`config.mk`:
```
export PLATFORM = sky130hd
export DESIGN_NAME = csa_seq_accum_flat
export DESIGN_NICKNAME = d
export VERILOG_FILES = /design/src/rtl/csa_seq_accum_if.sv /design/src/rtl/csa_seq_accum.sv /design/src/flat_wrapper.sv
export SDC_FILE = /design/constraint.sdc
export NUM_CORES = 1
export LEC_CHECK = 0
export CORE_MARGIN = 1
export CORE_UTILIZATION = 25
export CTS_CLUSTER_DIAMETER = 120
export DETAILED_ROUTE_END_ITERATION = 12
export GPL_TIMING_DRIVEN = 1
export PLACE_DENSITY_LB_ADDON = 0.15
export SETUP_SLACK_MARGIN = 0.3
export SYNTH_ARGS = -nofsm -noshare
export SYNTH_HDL_FRONTEND = slang
export SYNTH_SLANG_ARGS = --single-unit
```
`constraint.sdc`:
```
create_clock -name clk -period 2.79 [get_ports clk]
set_input_delay 0.558 -clock clk [delete_from_list [all_inputs] [get_ports clk]]
set_output_delay 0.558 -clock clk [all_outputs]
set_load 0.05 [all_outputs]
```
`src/rtl/csa_seq_accum_if.sv`:
```
// Operand/result handshake bundle for the carry-save sequential multiplier front end.
// master = operand source / result consumer, slave = the accumulator itself.
interface csa_seq_accum_if #(
    parameter int W = 8
);
    logic             in_valid;
    logic             in_ready;
    logic [W-1:0]     a;
    logic [W-1:0]     b;
    logic             out_valid;
    logic             out_ready;
    logic [2*W-1:0]   sum_vec;
    logic [2*W-1:0]   carry_vec;
    logic             busy;

    modport master (
        output in_valid, a, b, out_ready,
        input  in_ready, out_valid, sum_vec, carry_vec, busy
    );

    modport slave (
        input  in_valid, a, b, out_ready,
        output in_ready, out_valid, sum_vec, carry_vec, busy
    );
endinterface

```
`src/rtl/csa_seq_accum.sv`:
```
// Shift-add multiplier front end: one partial product per cycle folded into a
// carry-save (sum, carry) pair by a 3:2 row; carry resolution is left to the final adder.
module csa_seq_accum #(
    parameter int W = 8
) (
    input  logic              clk,
    input  logic              rst,
    csa_seq_accum_if.slave    bus
);
    localparam int CW = $clog2(W);
    localparam int DW = 2 * W;

    typedef enum logic [1:0] {S_IDLE, S_RUN, S_DONE} state_t;

    state_t         state_reg, state_next;
    logic [CW-1:0]  cnt_reg, cnt_next;
    logic [DW-1:0]  a_reg, a_next;
    logic [W-1:0]   b_reg, b_next;
    logic [DW-1:0]  acc_s_reg, acc_s_next;
    logic [DW-1:0]  acc_c_reg, acc_c_next;

    logic [DW-1:0]  pp;
    logic [DW-1:0]  csa_sum;
    logic [DW-2:0]  csa_maj;
    logic           last_bit;

    assign pp       = b_reg[cnt_reg] ? (a_reg << cnt_reg) : '0;
    assign last_bit = (cnt_reg == CW'(W - 1));

    // Bitwise 3:2 compressor; the top majority bit would shift out, so it is never formed.
    genvar gi;
    generate
        for (gi = 0; gi < DW; gi++) begin : g_csa
            assign csa_sum[gi] = acc_s_reg[gi] ^ acc_c_reg[gi] ^ pp[gi];
            if (gi < DW - 1) begin : g_maj
                assign csa_maj[gi] = (acc_s_reg[gi] & acc_c_reg[gi])
                                   | (acc_s_reg[gi] & pp[gi])
                                   | (acc_c_reg[gi] & pp[gi]);
            end
        end
    endgenerate

    always_comb begin
        state_next = state_reg;
        cnt_next   = cnt_reg;
        a_next     = a_reg;
        b_next     = b_reg;
        acc_s_next = acc_s_reg;
        acc_c_next = acc_c_reg;
        case (state_reg)
            S_IDLE: begin
                if (bus.in_valid) begin
                    a_next     = {{W{1'b0}}, bus.a};
                    b_next     = bus.b;
                    acc_s_next = '0;
                    acc_c_next = '0;
                    cnt_next   = '0;
                    state_next = S_RUN;
                end
            end
            S_RUN: begin
                acc_s_next = csa_sum;
                acc_c_next = {csa_maj, 1'b0};
                cnt_next   = cnt_reg + 1'b1;
                if (last_bit) begin
                    state_next = S_DONE;
                end
            end
            S_DONE: begin
                if (bus.out_ready) begin
                    state_next = S_IDLE;
                end
            end
            default: begin
                state_next = S_IDLE;
            end
        endcase
    end

    always_ff @(posedge clk) begin
        if (rst) begin
            state_reg <= S_IDLE;
            cnt_reg   <= '0;
            a_reg     <= '0;
            b_reg     <= '0;
            acc_s_reg <= '0;
            acc_c_reg <= '0;
        end else begin
            state_reg <= state_next;
            cnt_reg   <= cnt_next;
            a_reg     <= a_next;
            b_reg     <= b_next;
            acc_s_reg <= acc_s_next;
            acc_c_reg <= acc_c_next;
        end
    end

    // Vectors come straight from the accumulators so they stay frozen while DONE waits.
    assign bus.in_ready  = (state_reg == S_IDLE);
    assign bus.busy      = (state_reg == S_RUN);
    assign bus.out_valid = (state_reg == S_DONE);
    assign bus.sum_vec   = acc_s_reg;
    assign bus.carry_vec = acc_c_reg;
endmodule
```
`src/flat_wrapper.sv`:
```
// flat-port wrapper written by rule: the top's interface ports become plain ports
module csa_seq_accum_flat 
#(
    parameter int W = 8
)
  (clk, rst, bus_in_valid, bus_a, bus_b, bus_out_ready, bus_in_ready, bus_out_valid, bus_sum_vec, bus_carry_vec, bus_busy);
  csa_seq_accum_if #(.W(W)) bus_i ();
  input  logic clk;
  input  logic rst;
  input wire logic [$bits(bus_i.in_valid)-1:0] bus_in_valid;
  input wire logic [$bits(bus_i.a)-1:0] bus_a;
  input wire logic [$bits(bus_i.b)-1:0] bus_b;
  input wire logic [$bits(bus_i.out_ready)-1:0] bus_out_ready;
  output wire logic [$bits(bus_i.in_ready)-1:0] bus_in_ready;
  output wire logic [$bits(bus_i.out_valid)-1:0] bus_out_valid;
  output wire logic [$bits(bus_i.sum_vec)-1:0] bus_sum_vec;
  output wire logic [$bits(bus_i.carry_vec)-1:0] bus_carry_vec;
  output wire logic [$bits(bus_i.busy)-1:0] bus_busy;
  assign bus_i.in_valid = bus_in_valid;
  assign bus_i.a = bus_a;
  assign bus_i.b = bus_b;
  assign bus_i.out_ready = bus_out_ready;
  assign bus_in_ready = bus_i.in_ready;
  assign bus_out_valid = bus_i.out_valid;
  assign bus_sum_vec = bus_i.sum_vec;
  assign bus_carry_vec = bus_i.carry_vec;
  assign bus_busy = bus_i.busy;
  csa_seq_accum #(.W(W)) u_core (.clk(clk), .rst(rst), .bus(bus_i));
endmodule
```
== Word level (Yosys, flattened, before mapping) ==
Cells that the tools add are included.

* RAM bits: 0
* ROM bits: 0
* Memories kept: 0
* Bits in latches: 0
* Input bits: 20
* Output and inout port bits: 35
* Register bits: 53

* Shift-type cells: 1
* Muxes and demuxes: 12
* Add/subtract/negate cells: 1
* Bitwise logic cells: 107
* Eq/ne operators: 6
* $mul: 0
* Divide/modulo/power cells: 0
* Order comparisons: 1
* Reductions and logical operators: 5

{| class="wikitable"
|+ Operator list
! cell !! count
|-
| $pmux W16 S2 || 2
|-
| $and A1 B1 Y1 || 45
|-
| $mux W16 || 2
|-
| $xor A1 B1 Y1 || 32
|-
| $or A1 B1 Y1 || 30
|-
| $shl A8 B3 Y16 || 1
|-
| $mux W2 || 3
|-
| $pmux W2 S3 || 1
|-
| $pmux W3 S2 || 1
|-
| $lt A3 B4 Y1 const B || 1
|-
| $ne A2 B2 Y1 const B || 2
|-
| $reduce_and A2 Y1 || 2
|-
| $add A3 B1 Y3 const B || 1
|-
| $bmux W1 S3 || 1
|-
| $eq A3 B3 Y1 const B || 1
|-
| $mux W3 || 1
|-
| $reduce_and A3 Y1 || 1
|-
| $eq A2 B1 Y1 const B || 1
|-
| $eq A2 B2 Y1 const B || 1
|-
| $logic_not A2 Y1 || 1
|-
| $ne A2 B1 Y1 const B || 1
|-
| $reduce_bool A2 Y1 || 1
|-
| $mux W1 || 1
|}

== Longest topological paths before layout ==
* Word-level depth: 7
* Mapped depth: 8

== Worst setup path after synthesis ==
No wires, ideal clock.

* Path type: reg2reg
* Start: register u_core.cnt_reg[0]
* End: register u_core.acc_s_reg[4] (netlist: u_core.bus.sum_vec[4])
* Data required time: 2720 ps
* Slack: 676 ps
* Arrival: 2044 ps
* Period minus slack after synthesis: 2114 ps
* Library setup time: 70 ps
* Buffers on the path: 1
* Cell stages (with the launch flop): 8
* Cell sequence: dfxtp_1 buf_6 mux4_2 and3_1 a41oi_1 fa_1 nand2b_1 a21oi_1

* Longest elaborated chain between the ends: 5
* Elaborated cells on any way between the ends: 6
* Those cells by class: shift: 1; mux: 4; bitwise: 1

{| class="wikitable"
|+ RTL lines
! what !! RTL line !! RTL
|-
| start, declared || csa_seq_accum.sv:16 || <nowiki>logic [CW-1:0] cnt_reg, cnt_next;</nowiki>
|-
| start signal, assigned || csa_seq_accum.sv:90 || <nowiki>cnt_reg <= cnt_next;</nowiki>
|-
| $bmux W1 S3 || csa_seq_accum.sv:27 || <nowiki>assign pp = b_reg[cnt_reg] ? (a_reg << cnt_reg) : '0;</nowiki>
|-
| $mux W1 (implied by the code) || csa_seq_accum.sv:27 ||
|-
| $mux W16 * || csa_seq_accum.sv:27 ||
|-
| $xor A1 B1 Y1 * || csa_seq_accum.sv:34 || <nowiki>assign csa_sum[gi] = acc_s_reg[gi] ^ acc_c_reg[gi] ^ pp[gi];</nowiki>
|-
| $pmux W16 S2 * || csa_seq_accum.sv:50 || <nowiki>case (state_reg)</nowiki>
|-
| end signal, assigned || csa_seq_accum.sv:93 || <nowiki>acc_s_reg <= acc_s_next;</nowiki>
|-
| end, declared || csa_seq_accum.sv:19 || <nowiki>logic [DW-1:0] acc_s_reg, acc_s_next;</nowiki>
|}

Mark *: on every way between the ends. The rest lies on a longest branch, timed or not. The select of a mux whose other input is x is not followed.
A chain may end at the register's enable or synchronous reset.

== Worst setup path after layout ==
* Start: register u_core.cnt_reg[0]
* End: register u_core.acc_s_reg[6] (netlist: u_core.bus.sum_vec[6])

The elaborated chain is that of the path after synthesis.

==> results.ini <==
[synth]
netlist_top_cells_area = dfxtp_1, fa_1, a21oi_1
synth-compound-area-share_pct = 11.26
synth-seq-area-share_pct = 37.16
synth_seq_cells = 52
synthXorXnorAreaFrac_pct = 0.3126
synth_simple_gate_area_share_pct = 23.45
synth_top_area_share_pct = 37.16
synth_edf_count = 0
synth.most_common_cell = dfxtp_1
synth_flop_cell = dfxtp_1
synth_fa_ha_area_share_pct = 11.34
yosys.area.top_type = dfxtp_1
synthDistinctLibCells = 35
syn_nets = 366
netlist_instances = 329
yosys_warnings = 0
avgSynthCellArea_um2 = 8.515
synth_area_um2 = 2801
synth_mux_area_share_pct = 7.727
yosys-top-cells-count = dfxtp_1, a21oi_1, nand2_1
synth_top_family_by_area = simple AND/OR/NAND/NOR gates
synthArstFlopShare_pct = 0

[worst_setup_path]
setup.worst_path.end = u_core.bus.sum_vec[6]
setup.worst_path.start = u_core.cnt_reg[0]
worstSetupPathType = reg -> reg
slowest_stage = mux4_1
reg2reg_to = u_core.bus.sum_vec[6]
reg2reg_depth = 6
startpoint_type = register
cp.required_ns = 3.03
r2r_start = u_core.cnt_reg[0]
worstPathMaxFanout = 6
cp_num_cells = 6
reg2reg_slack_ns = 0.46
slowest_delay_ns = 0.64
path_cells = mux4_1, and3_1, a31oi_1, fa_1, nand2b_1, a21oi_1
critPathArrivalTime_ns = 2.57
worst-path-buf-inv = 0
end_kind = register
crit_family = multiplexers

[drt]
firstDrtPassIters = 4
num_vias = 2377
avgRoutedWirePerCell_um = 13.99
wl_um = 7179
drt_iter0_markers = 122
via_per_inst = 4.634
ant_nets = 0
drc = 0

[timing]
whs_ns = 0.4712
timing.final.crit_share_pct = 83.45
rsz0062_at_grt = false
period_minus_slack_ns = 2.328
maxSlewViolCount = 0
setup_viol = 0
clock.fmax_ghz = 0.4295
hold_violations = 0
setup_ws_ns = 0.4617
worstMarginPinSlew_ns = 0.6601
clock_skew_ns = 0.007326
setup_tns_ns = 0
slew_headroom_pct = 55.95

[clock_tree]
tritoncts = yes
cts_num_sinks = 52
postCtsSetupBuffers = 0
cts_buffer_depth = 2
cts_resized = 0
clockRootBuffer = clkbuf_8
ctsHoldBuffers = 0
cts-buffers-inserted = 5
path_clk_slew_ns = 0.10
clk_latency_ns = 0.31
htree_num_levels = 2

[placed_design]
post-place-ws_ns = 0.4809
dp.cells = 505
numPortBuffers = 53
dp_hpwl_um = 5201
gp_congestion = 0.7729

[grt]
grt_max_degree = 35
track_usage_pct = 13.41
grt_pass1_vias = 2308
grt_pass1_wl_um = 12160
overflow = 0
antenna_found_initial = 0

[floorplanning]
pin_count = 55
rows = 38
dieWidth_um = 107.9
die-area_um2 = 11630
die_h_um = 107.9
start_util_pct = 25.73
coreArea_um2 = 10890

[hold_path]
hold_class = reg -> reg

[layout]
largest_reg_flops = 16
antennaDiodeCount = 0
drive_gt1_share_pct = 6.434
fin_util_pct = 32.75
fillers = 1178
final_cells = 513
area_growth_pct = 27.29
nNetsFinal = 409

[pwr]
p_leak_uw = 0.001097
p_per_area_nw_per_um2 = 425.2
vdd_drop_max_mv = 0.1870

[job]
drv_cap = 0

[run_status]
status = complete, no violations

## layout make-up
| class | count | area [µm²] | area share [%] |
|---|---|---|---|
| multi-input cells | 220 | 1519 | 42.60 |
| flip-flops and latches | 52 | 1041 | 29.19 |
| repair buffers | 62 | 603.1 | 16.91 |
| well taps | 140 | 175.2 | 4.912 |
| inverters | 31 | 116.4 | 3.263 |
| clock buffers | 6 | 72.57 | 2.035 |
| clock inverters | 2 | 38.79 | 1.088 |
## cell families after synthesis
logic type / Yosys count
XOR/XNOR: 1
flip-flops: 52
AND/OR/NAND/NOR: 129
other: 1
AO/OA/AOI/OAI: 59
buffers and inverters: 57
multiplexers: 13
adder cells (fa/ha/maj): 17
## metal layers
metal	up-vias	track usage, %	share of wire (%)
met2	63	21.25	46
met5	-	0	0
met4	0	3.620	0.74
li1	1177	-	-
met1	1133	18.44	48
met3	4	2.663	5.1
## per-stage QoR
stage               cell area [µm²]  power [µW]
finish                         3566        1516
global route                   3566        1599
CTS                            3566        1546
detailed placement             3455       998.0
global placement               3455       998.6
floorplan                      2801       922.3
## placed cells by master (no fill, tap or decap), types with 2 or more instances in the layout
| master | instances |
|---|---|
| inv_1 | 31 |
| nand2_1 | 43 |
| mux4_1 | 3 |
| mux4_2 | 3 |
| mux2i_1 | 7 |
| nand4_1 | 2 |
| a21oi_1 | 49 |
| nand3_1 | 33 |
| buf_4 | 9 |
| a31oi_1 | 5 |
| dfxtp_1 | 52 |
| fa_1 | 14 |
| clkdlybuf4s50_1 | 51 |
| nor2_1 | 6 |
| nand2b_1 | 30 |
| and3_1 | 6 |
| ha_1 | 3 |
| nand3b_1 | 2 |
| clkbuf_8 | 5 |
## tightest hold or removal path, cell delays in order, from the launching register on
cell,delay [ns]
dfxtp_1,0.33
nand2_1,0.05
a21oi_1,0.05
## where the power goes
| group | leakage [µW] | internal, µW | total, µW | switching (µW) |
|---|---|---|---|---|
| combinational | 0.000620 | 78.3 | 198 | 120 |
| clock | 0.0000558 | 272 | 538 | 266 |
| sequential | 0.000422 | 760 | 780 | 20.7 |
| total | 0.00110 | 1110 | 1520 | 407 |
## worst min path at each step
stage	from	endpoint	slack [ns]	cells after the start
2_1_floorplan	u_core.b_reg[2]	u_core.b_reg[2]	0.43	2
3_5_place_dp	u_core.b_reg[5]	u_core.b_reg[5]	0.46	2
6_report	u_core.b_reg[5]	u_core.b_reg[5]	0.47	2
3_3_place_gp	u_core.b_reg[1]	u_core.b_reg[1]	0.46	2
4_1_cts	u_core.b_reg[5]	u_core.b_reg[5]	0.47	2
5_1_grt	u_core.b_reg[2]	u_core.b_reg[2]	0.50	2
Note: power is estimated with default switching activity, not from simulation.
